$ cat src/rtl/fifo_wr_arbiter_pkg.sv
// Shared types and defaults for the FIFO write-port arbiter and its helpers.
package fifo_wr_arbiter_pkg;

    typedef enum logic [0:0] {
        IDLE  = 1'b0,
        BURST = 1'b1
    } arb_state_e;

    localparam int ARB_NUM_REQ_DEF    = 4;
    localparam int ARB_DATA_WIDTH_DEF = 16;
    localparam int ARB_MAX_BURST_DEF  = 4;
    localparam int ARB_STAT_W         = 16;
    localparam int ARB_CNT_W          = 4;

endpackage

$ cat src/rtl/fifo_wr_arbiter_picker.sv
// Combinational round-robin picker: first valid index at or above rr_ptr_i, wrapping.
module rr_priority_picker
    import fifo_wr_arbiter_pkg::*;
#(
    parameter int NUM_REQ = ARB_NUM_REQ_DEF,
    parameter int IDX_W   = $clog2(NUM_REQ)
) (
    input  logic [NUM_REQ-1:0] req_valid_i,
    input  logic [IDX_W-1:0]   rr_ptr_i,
    output logic [IDX_W-1:0]   winner_o,
    output logic               any_valid_o
);

    // Scan from the farthest offset down so the nearest valid index wins.
    always_comb begin
        logic [IDX_W-1:0] idx_s;
        idx_s       = rr_ptr_i;
        winner_o    = rr_ptr_i;
        any_valid_o = |req_valid_i;
        for (int k = NUM_REQ - 1; k >= 0; k--) begin
            idx_s    = IDX_W'((int'(rr_ptr_i) + k) % NUM_REQ);
            winner_o = req_valid_i[idx_s] ? idx_s : winner_o;
        end
    end

endmodule

$ cat src/rtl/fifo_wr_arbiter.sv
// Round-robin burst arbiter sharing one FIFO write port among NUM_REQ producers.
// Optional per-requester accept counters are built when FIFO_ARB_STATS_EN is defined.
module fifo_wr_arbiter
    import fifo_wr_arbiter_pkg::*;
#(
    parameter int NUM_REQ    = ARB_NUM_REQ_DEF,
    parameter int DATA_WIDTH = ARB_DATA_WIDTH_DEF,
    parameter int MAX_BURST  = ARB_MAX_BURST_DEF
) (
    input  logic                          clk,
    input  logic                          rst_n,
    input  logic [NUM_REQ-1:0]            req_valid,
    input  logic [NUM_REQ*DATA_WIDTH-1:0] req_data,
    output logic [NUM_REQ-1:0]            req_ready,
    output logic [DATA_WIDTH-1:0]         fifo_data_in,
    output logic                          fifo_wr_en,
    input  logic                          fifo_full,
    input  logic                          fifo_almostfull,
    input  logic                          fifo_overflow,
    input  logic                          err_clr,
    output logic [$clog2(NUM_REQ)-1:0]    grant_id,
    output logic                          burst_active,
    output logic                          overflow_err
`ifdef FIFO_ARB_STATS_EN
    ,
    output logic [NUM_REQ*ARB_STAT_W-1:0] stat_accept_cnt
`endif
);

    localparam int IDX_W = $clog2(NUM_REQ);
    localparam logic [ARB_CNT_W-1:0] MAX_BURST_C = ARB_CNT_W'(MAX_BURST);

    function automatic logic [IDX_W-1:0] next_idx(input logic [IDX_W-1:0] idx);
        logic [IDX_W-1:0] nxt;
        if (idx == IDX_W'(NUM_REQ - 1)) begin
            nxt = '0;
        end else begin
            nxt = idx + IDX_W'(1);
        end
        return nxt;
    endfunction

    arb_state_e             state_q, state_d;
    logic [IDX_W-1:0]       grant_q, grant_d;
    logic [IDX_W-1:0]       rr_ptr_q, rr_ptr_d;
    logic [ARB_CNT_W-1:0]   burst_cnt_q, burst_cnt_d;
    logic                   wr_en_q, wr_en_d;
    logic [DATA_WIDTH-1:0]  data_q, data_d;
    logic                   ovf_err_q, ovf_err_d;

    logic [NUM_REQ-1:0]     req_ready_s;
    logic [IDX_W-1:0]       winner_s;
    logic [IDX_W-1:0]       sel_idx_s;
    logic                   any_valid_s;
    logic                   stall_s;
    logic                   accept_s;

    rr_priority_picker #(
        .NUM_REQ (NUM_REQ),
        .IDX_W   (IDX_W)
    ) u_picker (
        .req_valid_i (req_valid),
        .rr_ptr_i    (rr_ptr_q),
        .winner_o    (winner_s),
        .any_valid_o (any_valid_s)
    );

    // The registered write still in flight counts against the last free slot.
    assign stall_s = fifo_full | (fifo_almostfull & wr_en_q);

    // Arbitration FSM, write-path next state and sticky overflow flag.
    always_comb begin
        state_d     = state_q;
        grant_d     = grant_q;
        rr_ptr_d    = rr_ptr_q;
        burst_cnt_d = burst_cnt_q;
        req_ready_s = '0;
        sel_idx_s   = grant_q;
        case (state_q)
            IDLE: begin
                sel_idx_s = winner_s;
                if (any_valid_s && !stall_s) begin
                    req_ready_s[winner_s] = 1'b1;
                    grant_d               = winner_s;
                    burst_cnt_d           = ARB_CNT_W'(1);
                    if (MAX_BURST == 1) begin
                        rr_ptr_d = next_idx(winner_s);
                    end else begin
                        state_d = BURST;
                    end
                end else begin
                    state_d = IDLE;
                end
            end
            BURST: begin
                if (stall_s) begin
                    state_d = BURST;
                end else if (!req_valid[grant_q]) begin
                    req_ready_s[grant_q] = 1'b1;
                    state_d              = IDLE;
                    rr_ptr_d             = next_idx(grant_q);
                end else begin
                    req_ready_s[grant_q] = 1'b1;
                    burst_cnt_d          = burst_cnt_q + ARB_CNT_W'(1);
                    if (burst_cnt_q + ARB_CNT_W'(1) == MAX_BURST_C) begin
                        state_d  = IDLE;
                        rr_ptr_d = next_idx(grant_q);
                    end else begin
                        state_d = BURST;
                    end
                end
            end
            default: begin
                state_d = IDLE;
            end
        endcase

        accept_s = |(req_valid & req_ready_s);
        wr_en_d  = accept_s;
        if (accept_s) begin
            data_d = req_data[sel_idx_s*DATA_WIDTH +: DATA_WIDTH];
        end else begin
            data_d = data_q;
        end

        if (err_clr) begin
            ovf_err_d = 1'b0;
        end else begin
            ovf_err_d = ovf_err_q | fifo_overflow;
        end
    end

    // State and output registers.
    always_ff @(posedge clk or negedge rst_n) begin
        if (!rst_n) begin
            state_q     <= IDLE;
            grant_q     <= '0;
            rr_ptr_q    <= '0;
            burst_cnt_q <= '0;
            wr_en_q     <= 1'b0;
            data_q      <= '0;
            ovf_err_q   <= 1'b0;
        end else begin
            state_q     <= state_d;
            grant_q     <= grant_d;
            rr_ptr_q    <= rr_ptr_d;
            burst_cnt_q <= burst_cnt_d;
            wr_en_q     <= wr_en_d;
            data_q      <= data_d;
            ovf_err_q   <= ovf_err_d;
        end
    end

    assign req_ready    = req_ready_s;
    assign fifo_wr_en   = wr_en_q;
    assign fifo_data_in = data_q;
    assign grant_id     = grant_q;
    assign burst_active = (state_q == BURST);
    assign overflow_err = ovf_err_q;

`ifdef FIFO_ARB_STATS_EN
    logic [ARB_STAT_W-1:0] stat_q [NUM_REQ];

    // Saturating per-requester accept counters, cleared together with the error flag.
    always_ff @(posedge clk or negedge rst_n) begin
        if (!rst_n) begin
            for (int i = 0; i < NUM_REQ; i++) begin
                stat_q[i] <= '0;
            end
        end else begin
            for (int i = 0; i < NUM_REQ; i++) begin
                if (err_clr) begin
                    stat_q[i] <= '0;
                end else if (req_valid[i] && req_ready_s[i] && (stat_q[i] != 16'hFFFF)) begin
                    stat_q[i] <= stat_q[i] + 16'd1;
                end else begin
                    stat_q[i] <= stat_q[i];
                end
            end
        end
    end

    // Flatten the counter array onto the output bus.
    always_comb begin
        stat_accept_cnt = '0;
        for (int i = 0; i < NUM_REQ; i++) begin
            stat_accept_cnt[i*ARB_STAT_W +: ARB_STAT_W] = stat_q[i];
        end
    end
`endif

endmodule

$ cat config.mk
export PLATFORM = sky130hd
export DESIGN_NAME = fifo_wr_arbiter
export DESIGN_NICKNAME = d
export VERILOG_FILES = /design/src/rtl/fifo_wr_arbiter_pkg.sv /design/src/rtl/fifo_wr_arbiter_picker.sv /design/src/rtl/fifo_wr_arbiter.sv
export SDC_FILE = /design/constraint.sdc
export NUM_CORES = 1
export LEC_CHECK = 0
export ABC_CLOCK_PERIOD_IN_PS = 2600
export CELL_PAD_IN_SITES_DETAIL_PLACEMENT = 0
export CELL_PAD_IN_SITES_GLOBAL_PLACEMENT = 1
export CORE_ASPECT_RATIO = 2
export CORE_UTILIZATION = 29
export CTS_CLUSTER_DIAMETER = 30
export DETAILED_ROUTE_END_ITERATION = 8
export GPL_TIMING_DRIVEN = 0
export PLACE_DENSITY_LB_ADDON = 0.1
export SETUP_SLACK_MARGIN = 0.1
export SLEW_MARGIN = 20
export SYNTH_ARGS = -nofsm -noshare
export SYNTH_HDL_FRONTEND = slang
export SYNTH_SLANG_ARGS = --single-unit
$ cat constraint.sdc
create_clock -name clk -period 2.6 [get_ports clk]
set_input_delay 0.52 -clock clk [delete_from_list [all_inputs] [get_ports clk]]
set_output_delay 0.52 -clock clk [all_outputs]
set_load 0.01 [all_outputs]
; After elaboration in Yosys (flattened, before gate mapping)
; Cells that the tools add are included.
[op_classes]
n_addsub = 5
magnitude_cmp = 8
eq_ne = 6
shift = 1
mux = 35
n_bitwise = 6
reduce_logical = 9
[op_table]
columns = op, n
row1 = 64-bit by 7-bit indexed part select with 16-bit output, 1
row2 = 4-bit 2-to-1 mux, 5
row3 = 2-bit by 3-bit < comparator with 1-bit output (second input constant), 6
row4 = 2-bit 2-to-1 mux, 8
row5 = 4-bit one-hot mux with 2 select lines, 2
row6 = 1-bit 2-to-1 mux, 12
row7 = 1-bit binary-select mux with 2-bit select, 5
row8 = 4-bit OR reduction, 2
row9 = 3-bit AND reduction, 2
row10 = 2-bit by 1-bit adder with 2-bit output (second input constant), 2
row11 = 2-bit adder (second input constant), 2
row12 = 4-bit by 1-bit adder with 4-bit output (second input constant), 1
row13 = 4-bit AND, 1
row14 = 1-bit demux with 2-bit select, 2
row15 = 4-bit by 3-bit == test with 1-bit output (second input constant), 1
row16 = 2-bit by 1-bit greater-or-equal comparator with 1-bit output (second input constant), 2
row17 = 2-bit by 1-bit != test with 1-bit output (second input constant), 2
row18 = 2-bit != test (second input constant), 2
row19 = 1-bit logical AND, 3
row20 = 2-bit == test (second input constant), 1
row21 = 1-bit NOT, 2
row22 = 1-bit OR, 2
row23 = 1-bit one-hot mux with 2 select lines, 1
row24 = 2-bit AND reduction, 1
row25 = other kinds (2), 2
[word_totals]
ff_bits = 27
inputBits = 74
out_inout_bits = 25
elab_cells = 77

; Logic depth before layout (Yosys ltp)
; Gate-level depths: netlist (run 1).
[depth]
depth_word = 15
mapped_depth = 9
mapped_depth_nobuf = 6

; Hierarchy
; From an unflattened synthesis (run 1), not the netlist that was laid out.
[unflattened]
cells_unflattened = 143
area_unflattened_um2 = 1873.0
[by_module_without_submodules]
columns = module, n_inst, cells_per_inst, area_per_inst_um2, seq_area_each_um2
row1 = fifo_wr_arbiter, 1, 127, 1773.0, 675.6
row2 = rr_priority_picker, 1, 16, 100.1, 0.0

; Worst setup path before layout (run 1)
; No wires, ideal clock.
[synth_path]
path_type = flip-flop to flip-flop
start = reg grant_q[1] (netlist: grant_id[1])
end = reg data_q[0] (netlist: fifo_data_in[0])
setup_time_ns = 0.125
arrival_ns = 2.639
required_ns = 2.475
setup_slack_ns = -0.164
stages_incl_launch_ff = 10
n_path_buf = 3
synth_period_minus_slack_ns = 2.764
path_cell_list = dfrtp_1 -> clkbuf_1 -> clkbuf_1 -> inv_1 -> ha_1 -> a222oi_1 -> a21oi_1 -> a22oi_4 -> buf_6 -> mux2_4
[synth_via]
elab_chain_cells = 8
elab_cells_between_ends = 11
classes_between = 2 x order compare / 1 x shift / 5 x mux / 1 x bitwise / 2 x reduce/logical
[synth_lines]
columns = item, line_no
row1 = from (decl), fifo_wr_arbiter.sv:44  ; logic [IDX_W-1:0] grant_q, grant_d;
row2 = from (signal assigned), fifo_wr_arbiter.sv:145  ; grant_q <= grant_d;
row3 = 2-bit by 3-bit < comparator with 1-bit output (implied by the code) / 2-bit by 1-bit greater-or-equal comparator with 1-bit output (equally long branches), "fifo_wr_arbiter.sv:99, fifo_wr_arbiter.sv:103"
row4 = 1-bit logical AND (implied by the code), "fifo_wr_arbiter.sv:99, fifo_wr_arbiter.sv:103"
row5 = 1-bit 2-to-1 mux (implied by the code), "fifo_wr_arbiter.sv:99, fifo_wr_arbiter.sv:103"
row6 = 1-bit demux with 2-bit select, "fifo_wr_arbiter.sv:99, fifo_wr_arbiter.sv:103"
row7 = 4-bit 2-to-1 mux, fifo_wr_arbiter.sv:96  ; if (stall_s) begin
row8 = 4-bit one-hot mux with 2 select lines, fifo_wr_arbiter.sv:79  ; case (state_q)
row9 = 4-bit AND, fifo_wr_arbiter.sv:118  ; accept_s = |(req_valid & req_ready_s);
row10 = 4-bit OR reduction, fifo_wr_arbiter.sv:118
row11 = to (signal assigned), fifo_wr_arbiter.sv:149  ; data_q <= data_d;
row12 = to (decl), fifo_wr_arbiter.sv:48  ; logic [DATA_WIDTH-1:0] data_q, data_d;
; Several ways; a longest one is shown, not always the timed one.
; A chain may end at the register's enable or synchronous reset.

; Final worst setup path (run 1)
[layout_path]
start = in req_valid[2]
end = out req_ready[0]
[layout_via]
elab_chain_cells = 12
elab_cells_between_ends = 21
classes_between = 2 x order compare / 16 x mux / 3 x reduce/logical
[layout_lines]
columns = item, line_no
row1 = from (decl), fifo_wr_arbiter.sv:12  ; input logic [NUM_REQ-1:0] req_valid,
row2 = 1-bit binary-select mux with 2-bit select, fifo_wr_arbiter_picker.sv:22  ; winner_o = req_valid_i[idx_s] ? idx_s : winner_o;
row3 = 1-bit 2-to-1 mux (implied by the code), fifo_wr_arbiter_picker.sv:22
row4 = 2-bit 2-to-1 mux (4 in a row), fifo_wr_arbiter_picker.sv:22
row5 = 2-bit by 3-bit < comparator with 1-bit output (implied by the code) / 2-bit by 1-bit greater-or-equal comparator with 1-bit output (equally long branches), fifo_wr_arbiter.sv:83  ; req_ready_s[winner_s] = 1'b1;
row6 = 1-bit logical AND (implied by the code), fifo_wr_arbiter.sv:83
row7 = 1-bit 2-to-1 mux (implied by the code), fifo_wr_arbiter.sv:83
row8 = 1-bit demux with 2-bit select, fifo_wr_arbiter.sv:83
row9 = 4-bit 2-to-1 mux *, fifo_wr_arbiter.sv:82  ; if (any_valid_s && !stall_s) begin
row10 = 4-bit one-hot mux with 2 select lines *, fifo_wr_arbiter.sv:79
row11 = to (decl), fifo_wr_arbiter.sv:14  ; output logic [NUM_REQ-1:0] req_ready,
; Every way passes the cells marked *; elsewhere a longest branch is shown, timed or not. The select of a mux whose other input is x is not followed.

==> reports/results.tsv, run 1 <==
stage	metric	value	unit
yosys	top cells by area in the synthesized netlist	dfrtp_1 (28%), mux2_2 (11%), mux2i_1 (7.4%)	
placement	detailed placement HPWL	6400	µm
timing	maximum clock rate	406	MHz
run_status	run status	finished clean	
yosys	total nets after synthesis	326	
die	core region area	8230	µm²
die	die width	67.0	µm
timing	RSZ-0062 raised after global routing	false	
detailed_routing	antenna viol nets, final	0	
timing	Worst Setup Slack, final	140	ps
yosys	Syn Std Cell Area	2450	µm²
yosys	Synth Area per Inst	9.95	µm²
clock_network	largest buffer count on any clock path	2	
critical_path	Worst Path Class, Setup	input pin to output port	
global_route	number of antenna violations at the first check in global routing	0	
die	number of placement rows	47	
layout	Synth-to-Final Area Change	57.6	%
timing	total negative slack	0	ps
critical_path	delay contributed by the slowest stage of the critical path	220	ps
critical_path	critical path launch point type	input pin	
yosys	top cell types by occurrence after synthesis	dfrtp_1 (27), mux2_2 (23), mux2i_1 (18)	
timing	Setup-failing EPs final	0	
clock_network	number of CTS-inserted buffers	3	
detailed_routing	ratio of routed vias to standard cells	5.32	
yosys	top cell type's share of synthesized area	0.276	
detailed_routing	First-pass DRT Iterations	6	
die	area enclosed by the die boundary	8830	µm²
die	num ports	99	
clock_network	clock-pin slew on the worst setup and hold paths	70	ps
power_and_ir_drop	cell area power density	1050	nW/µm²
layout	post-layout util	0.468	
detailed_routing	vias after detailed routing	2456	
placement	Setup WS pre-CTS	-1260	ps
power_and_ir_drop	leak pwr	1.59	nW
yosys	most numerous cell in the Yosys netlist	dfrtp_1	
critical_path	Worst Path Max Fanout	4	
layout	antenna cell count	0	
layout	layout cells sized above 1	0.264	
detailed_routing	Total Routed Length	8460	µm
timing	Fin Clk Skew	2.35	ps
yosys	Yosys warnings	0	
global_route	pin count of the biggest net entering global routing	28	
die	initial cell density of the core	0.297	
yosys	cell type with the largest total area after synthesis	dfrtp_1	
global_route	total congestion overflow after global routing	0	
critical_path	required time at the endpoint of the critical path	2080	ps
clock_network	root buffer cell	clkbuf_16	
clock_network	TritonCTS clock tree	done	
die	vertical die dimension	132	µm
timing	max_slew headroom	0.558	
yosys	async set-or-reset flop fraction in the synthesized netlist	1.00	
timing	slew at the pin closest to its max-slew limit	663	ps
placement	number of port buffers	98	
layout	total number of nets in the final design	445	
min_path	path class of the lowest-slack min-delay path	input pin to async pin	
critical_path	Buf+Inv Stages, Crit Path	5	
timing	minimum period implied by the final worst setup slack	2460	ps
yosys	synth unique cells	52	
clock_network	# clock sinks	27	
critical_path	CP cell instances	clkbuf_2, buf_6, buf_6, nor3_4, nor2_4, a21oi_4, buf_8, nor3b_2, a21oi_1, nor2_1, buf_2	
timing	fin crit share	0.946	
detailed_routing	post-route DRC violation count	0	
placement	RePlAce Congestion	0.773	
global_route	GRT Util Overall	0.200	
yosys	share of synthesized area occupied by flip-flops and latches	0.276	
yosys	post-synthesis instance total	246	
detailed_routing	initial detailed-routing violation count	154	
global_route	vias in the first global route	2611	
timing	Max Slew Vio Count	0	
run	Max-cap violations	0	
critical_path	dominant delay contributor by cell family on the critical path	buffers and inverters	
detailed_routing	post-detailed-route wirelength per cell	18.3	µm
timing	final number of hold-violating endpoints	0	
power_and_ir_drop	Power, Total	4.06	mW
global_route	global-route wire length before repair	13300	µm
critical_path	critical path's most frequent cell	buf_6	
critical_path	kind of capture point of the worst setup path	output port	
critical_path	Worst path slowest cell	nor3_4	
critical_path	Arr. time, crit path	1940	ps
yosys	Synth Register Bits	27	
yosys	count of flip-flops with a built-in enable after synthesis	0	
clock_network	Worst-Skew Late Latency	270	ps
timing	smallest hold slack	279	ps
power_and_ir_drop	Max VDD drop	0.474	mV
yosys	main flop type after synthesis	dfrtp_1	
clock_network	deepest level of the CTS H-tree	1	
## registers in the layout, indices dropped and copies added (netlist names)
register and flops:
burst_cnt_q 4, fifo_wr_en 1, grant_id 2, overflow_err 1
burst_active 1, rr_ptr_q 2, fifo_data_in 16
## per-stage QoR
step / instances / area [µm²]
final: 462 / 3860
after floorplan: 246 / 2450
after detailed placement: 442 / 3550
after global placement: 442 / 3560
after CTS: 459 / 3810
after global routing: 462 / 3860
## final timing paths
check                             start              end  cells past startpoint  slack (ps)
hold reg to reg            overflow_err     overflow_err                      2         500
max in group asynchronous         rst_n      rr_ptr_q[1]                      1        1850
min in group clk           overflow_err     overflow_err                      2         500
setup reg to reg            rr_ptr_q[1]  fifo_data_in[3]                     11         170
setup / recovery           req_valid[2]     req_ready[0]                     11         140
hold / removal                    rst_n   burst_cnt_q[2]                      1         280
## placed cells by master (no fill, tap or decap), types with 4 or more instances in the layout
cell type         n
clkdlybuf4s50_1  89
buf_6             5
buf_4            16
nand3b_1         15
dfrtp_1          25
mux2_2           23
o21ai_0           8
nand3_1           5
a22oi_1          16
mux2_4            9
a21oi_1           8
clkbuf_2          4
a221oi_1         15
nand2_1           8
mux2i_1          18
buf_2             7
inv_1             8
nor2_1           13
ha_1              6
## report_power, final
group / internal (mW) / switching (mW) / total [mW]
Sequential: 0.631 / 0.201 / 0.832
Combinational: 1.55 / 1.32 / 2.86
Clock: 0.211 / 0.153 / 0.363
Total: 2.39 / 1.67 / 4.06
## worst register-to-register path, cell delays in order (launching register included)
cell and delay [ps]:
dfrtp_2 450, buf_6 160, nor3_4 170, nor2_4 80
a21oi_4 200, buf_4 140, buf_4 170, o31ai_4 70
buf_4 140, a22oi_4 230, buf_6 170, mux2_2 330
## area by class of cell
| type | instances | area, µm² |
|---|---|---|
| Fill cell | 851 | 4380 |
| Multi-Input combinational cell | 190 | 1670 |
| Timing Repair Buffer | 115 | 1110 |
| Sequential cell | 27 | 678 |
| Buffer | 18 | 166 |
| Tap cell | 98 | 123 |
| Clock buffer | 4 | 78.8 |
| Inverter | 10 | 37.5 |
## metal layers
| layer | GRT usage | routed length, µm | up-vias |
|---|---|---|---|
| li1 | - | - | 1184 |
| met4 | 0.0768 | 225 | 0 |
| met1 | 0.211 | 3160 | 1191 |
| met3 | 0.0225 | 250 | 14 |
| met5 | 0 | 0 | - |
| met2 | 0.382 | 4830 | 67 |
## cells by family after synthesis
family / count (synthesis) / synth area share
flops: 27 / 0.276
xor+xnor: 2 / 0.00716
simple gates: 59 / 0.139
buf+inv: 29 / 0.0629
fa+ha+maj: 6 / 0.0307
compound gates: 70 / 0.229
mux: 53 / 0.256
## repair_timing
action                     CTS  global route
hold buffers                 0             0
setup endpoints to repair   21            20
buffers inserted            14             3
resized for setup           36            20
pin swaps                    9             7
(Power assumes the default switching activity.)
==> run 2, diff against run 1 <==
- CORE_MARGIN: default -> 5
==> reports/results.tsv, run 2 (synthesized netlist as in run 1, its figures left out) <==
stage	metric	value	unit	change
run_status	run status	finished clean		
die	die width	75.0	µm	+12%
power_and_ir_drop	design internal power	2.35	mW	-1.6%
detailed_routing	First-pass DRT Iterations	4		-2
layout	final cell count without fillers	459		-0.65%
critical_path	delay contributed by the slowest stage of the critical path	450	ps	+230 ps
clock_network	number of hold buffers added after CTS	0		unchanged
layout	layout cells sized above 1	0.260		-0.00335
timing	slew at the pin closest to its max-slew limit	585	ps	-78.7 ps
timing	max_slew headroom	0.600		+0.0424
clock_network	largest buffer count on any clock path	2		unchanged
critical_path	R2R depth	11		unchanged
timing	RSZ-0062 raised after global routing	true		
global_route	GRT Util Overall	0.179		-0.0219
detailed_routing	Total Routed Length	9030	µm	+6.7%
clock_network	root buffer cell	clkbuf_16		
placement	Setup WS pre-CTS	-1200	ps	+59.1 ps
clock_network	clock-pin slew on the worst setup and hold paths	80	ps	about the same
layout	commonest non-fill, non-tap cells in the layout	clkdlybuf4s50_1 (89), dfrtp_1 (26), mux2_2 (23), mux2i_1 (18), a22oi_1 (16)		
critical_path	Worst Path Max Fanout	4		unchanged
placement	RePlAce Congestion	0.753		-2.5%
die	num ports	99		unchanged
timing	total negative slack	0	ps	unchanged
clock_network	Worst-Skew Late Latency	280	ps	about the same
clock_network	# clock sinks	27		unchanged
detailed_routing	vias after detailed routing	2440		-0.65%
placement	Inst Count DP	443		+0.23%
layout	antenna cell count	0		unchanged
timing	fin crit share	0.938		-0.00806
timing	smallest hold slack	84.0	ps	-195 ps
layout	count of filler cells inserted in the layout	822		-3.4%
layout	total number of nets in the final design	442		-0.67%
critical_path	CP cell instances	buf_6, mux2i_2, o22ai_1, a21oi_2, buf_4, nor3b_2, a21oi_1, nor2_1, buf_2		
min_path	path class of the lowest-slack min-delay path	input pin to async pin		
die	number of placement rows	47		unchanged
detailed_routing	ratio of routed vias to standard cells	5.32		about the same
clock_network	TritonCTS clock tree	done		
power_and_ir_drop	Max VDD drop	0.365	mV	-23%
run	Max-cap violations	0		unchanged
die	vertical die dimension	140	µm	+6.1%
global_route	vias in the first global route	2641		+1.1%
critical_path	Worst path slowest cell	dfrtp_2		
power_and_ir_drop	switching part of the total power	0.417		+0.00536
global_route	pin count of the biggest net entering global routing	22		-21%
timing	minimum period implied by the final worst setup slack	2440	ps	-21.0 ps
power_and_ir_drop	sw power	1.68	mW	+0.55%
placement	detailed placement HPWL	6900	µm	+7.8%
critical_path	critical path launch point type	register		
critical_path	Worst Path Class, Setup	register to output port		
power_and_ir_drop	cell area power density	1060	nW/µm²	+0.50%
timing	Worst Setup Slack, final	161	ps	+21.0 ps
clock_network	number of CTS-inserted buffers	3		unchanged
layout	multi-input combinational cell area	1660	µm²	-0.15%
power_and_ir_drop	part of the total power dissipated in the clock network	0.096		+0.007
timing	Setup-failing EPs final	0		unchanged
critical_path	required time at the endpoint of the critical path	2080	ps	about the same
timing	Max Slew Vio Count	0		unchanged
die	area enclosed by the die boundary	10500	µm²	+19%
timing	Fin Clk Skew	4.04	ps	+1.68 ps
power_and_ir_drop	fraction of power consumed by combinational cells	0.703		-0.003
power_and_ir_drop	leak pwr	1.57	nW	-1.2%
layout	Synth-to-Final Area Change	55.6	%	
timing	maximum clock rate	410	MHz	+0.86%
detailed_routing	post-route DRC violation count	0		unchanged
power_and_ir_drop	part of the total power dissipated in sequential elements	0.202		-0.003
detailed_routing	antenna viol nets, final	0		unchanged
placement	number of port buffers	98		unchanged
global_route	total congestion overflow after global routing	0		unchanged
clock_network	deepest level of the CTS H-tree	1		unchanged
critical_path	Arr. time, crit path	1920	ps	-20 ps
layout	number of flip-flops in the largest register	16		unchanged
critical_path	kind of capture point of the worst setup path	output port		
global_route	number of antenna violations at the first check in global routing	0		unchanged
global_route	global-route wire length before repair	14000	µm	+5.9%
detailed_routing	initial detailed-routing violation count	95		-38%
timing	final number of hold-violating endpoints	0		unchanged
die	core region area	8290	µm²	+0.71%
critical_path	flop-to-flop setup slack	180	ps	about the same
die	initial cell density of the core	0.295		-0.00211
layout	combined flip-flop and latch cell area	677	µm²	-0.18%
detailed_routing	post-detailed-route wirelength per cell	19.7	µm	+7.4%
layout	most common cell after layout, fill and taps aside	clkdlybuf4s50_1		
-- run 2: cell type report --
class | count | share of cell area
plain buffers | 18 | 0.0430
well taps | 98 | 0.0322
flip-flops and latches | 27 | 0.178
clock buffers | 3 | 0.0197
repair buffers | 112 | 0.280
clock inverters | 1 | 0.00131
multi-input cells | 190 | 0.437
inverters | 10 | 0.00986
-- run 2: power groups by stage --
stage	Clock (mW)	Combinational [mW]	Sequential, mW
after floorplan	0	1.65	0.853
after global placement	0	2.63	0.819
after detailed placement	0	2.66	0.818
after CTS	0.400	2.82	0.815
after global routing	0.419	3.06	0.839
final	0.385	2.83	0.812
-- run 2: final timing paths --
kind / from / to
max: rr_ptr_q[1] / req_ready[0]
min: rst_n / fifo_data_in[6]
max reg2reg: rr_ptr_q[1] / fifo_data_in[3]
min reg2reg: overflow_err / overflow_err
max in group asynchronous: rst_n / rr_ptr_q[1]
min in group clk: overflow_err / overflow_err
-- run 2: metal layers --
layer / vias up / GRT usage / wire, µm / share of wire
li1: 1175 / - / - / -
met3: 11 / 0.0187 / 294 / 0.033
met5: - / 0 / 0 / 0
met1: 1195 / 0.191 / 3220 / 0.36
met4: 0 / 0.0572 / 165 / 0.018
met2: 59 / 0.343 / 5360 / 0.59
-- run 2: repair_timing --
action                                  CTS  global route
setup buffers                            12             1
gates cloned                              0             0
pin swaps                                 8             8
gates resized for setup                  38            18
endpoints found under the setup margin   21            20
-- run 2: through the flow --
stage	utilization	cell area, µm²	total power, mW
after floorplan	-	2450	2.50
after global placement	0.429	3560	3.45
after detailed placement	0.431	3570	3.48
after CTS	0.456	3780	4.03
after global routing	0.459	3810	4.31
final	0.459	3810	4.03
-- run 2: worst max-delay path: cells and delay by family (launching register included) --
kind | cells | cell delay (ps)
AO/OA/AOI/OAI | 3 | 490
flip-flops | 1 | 450
buffers and inverters | 3 | 430
multiplexers | 1 | 180
AND/OR/NAND/NOR | 2 | 80
==> patch: new RTL, settings of run 2 <==
`data_q` no longer has a reset.
--- a/src/rtl/fifo_wr_arbiter.sv
+++ b/src/rtl/fifo_wr_arbiter.sv
@@ -138,7 +138,6 @@
             rr_ptr_q    <= '0;
             burst_cnt_q <= '0;
             wr_en_q     <= 1'b0;
-            data_q      <= '0;
             ovf_err_q   <= 1'b0;
         end else begin
             state_q     <= state_d;
@@ -146,9 +145,12 @@
             rr_ptr_q    <= rr_ptr_d;
             burst_cnt_q <= burst_cnt_d;
             wr_en_q     <= wr_en_d;
-            data_q      <= data_d;
             ovf_err_q   <= ovf_err_d;
         end
+    end
+
+    always_ff @(posedge clk) begin
+        data_q <= data_d;
     end
 
     assign req_ready    = req_ready_s;
Formal check against the unedited RTL: not equivalent (Yosys sat finds a counterexample within 4 cycles, from zero or initial values and one cycle with rst_n low).
==> patch against run 2 <==
Combinational power down 26%. Setup slack gained 0.015 ns. First-iteration DRC count is 17% lower. Critical path type is now in2out. Sequential cell count unchanged. Critical endpoint is now req_ready[3]. Clock skew barely moved. Design area is 14% lower. Synthesized cell count shrank 21%. Largest cell class unchanged. Power decreased by 18%. Synthesized area fell by 18%. Routed wire length fell by 31%.
==> patch: results (changes against run 2) <==
sequential area share after synthesis=37.8% (+10 points); first-pass GRT wire length=9.56 mm (-32%); CP Capture Point=req_ready[3]; routing usage on met2=25.0% (-9.4 points); xor/xnor share of the synthesized area=0.438% (-0.28 points); Mapped Nets=274 (-16%); number of synthesized flops with an enable pin=16 (+16); FILL cells=692 (-16%); vias in the first global route=1957 (-26%); clk_lat worst skew=0.26 ns (-0.02 ns); Pleak=1.40 nW (-11%); gr usage total=14.5% (-3.4 points); Worst-Margin Slew=0.734 ns (+0.149 ns); dpl cell area=3100 sq um (-13%); number of setup buffers added after CTS=2 (-10); met1 wire length=2.38 mm (-26%); Arr. time, crit path=1.90 ns (-0.02 ns); sequential group share of total power=26.5% (+6.3 points); layout cell share with drive strength beyond 1=11.7% (-14 points); Critical Path Start=req_valid[2]; final WL=6.21 mm (-31%); routability cong.=0.812 (+7.8%); status=finished clean; post-layout power=3.32 mW (-18%); Mean Syn Cell Area=10.3 sq um (+3.6%); maximum VDD drop=494 uV (+35%); top cells by area, synth=edfxtp_1 (24%), mux2i_1 (24%), dfrtp_1 (14%); GRT met3 Usage=3.87% (+2.0 points); Reg2Reg Setup Slack=0.30 ns (+0.12 ns); Net Switching=1.27 mW (-24%); met3 wire length=464 um (+58%); mux cell area share after synthesis=25.8% (+0.22 points); Hold Worst Slack=0.508 ns (+0.424 ns); Post-Synth Adder-Cell Area=3.75% (+0.69 points); Comb group=2.09 mW (-26%); die area=8760 sq um (-17%); # resized after CTS=29 (-24%); Reg2Reg Depth=7 (-4); synth cell count leaders=mux2i_1 (47), edfxtp_1 (16), nor2_1 (14); dpl ws=-0.759 ns (+0.441 ns); largest net degree at the start of global routing=18 (-18%); Crit Reg-Reg Endpoint=fifo_data_in[8]$_DFFE_PP_; dpl hpwl=4.78 mm (-31%)
==> patch: cell types whose count changed after synthesis, moves of 5 or more <==
cell	run 2	this run
nand3b_1	15	0
mux2i_1	18	47
a22oi_1	16	1
mux2_2	23	2
clkbuf_1	9	4
dfrtp_1	27	11
edfxtp_1	0	16
mux2_4	9	0
a221oi_1	15	0
==> patch: cell type report <==
| cell class | count | area (sq um) | share of cell area [%] |
|---|---|---|---|
| clock buffer | 3 | 75.1 | 2.29 |
| tap | 90 | 113 | 3.43 |
| buffer | 11 | 106 | 3.24 |
| clock inverter | 1 | 5.00 | 0.152 |
| sequential | 27 | 757 | 23.0 |
| inverter | 6 | 22.5 | 0.686 |
| multi-input combinational | 149 | 1190 | 36.1 |
| timing repair buffer | 103 | 1020 | 31.0 |
==> patch: critical path, cell delays in order <==
cell	delay [ns]
dlygate4sd2_1	0.27
or2_4	0.25
a21oi_4	0.20
nand3_2	0.12
o31a_1	0.32
nor2_1	0.09
buf_2	0.14
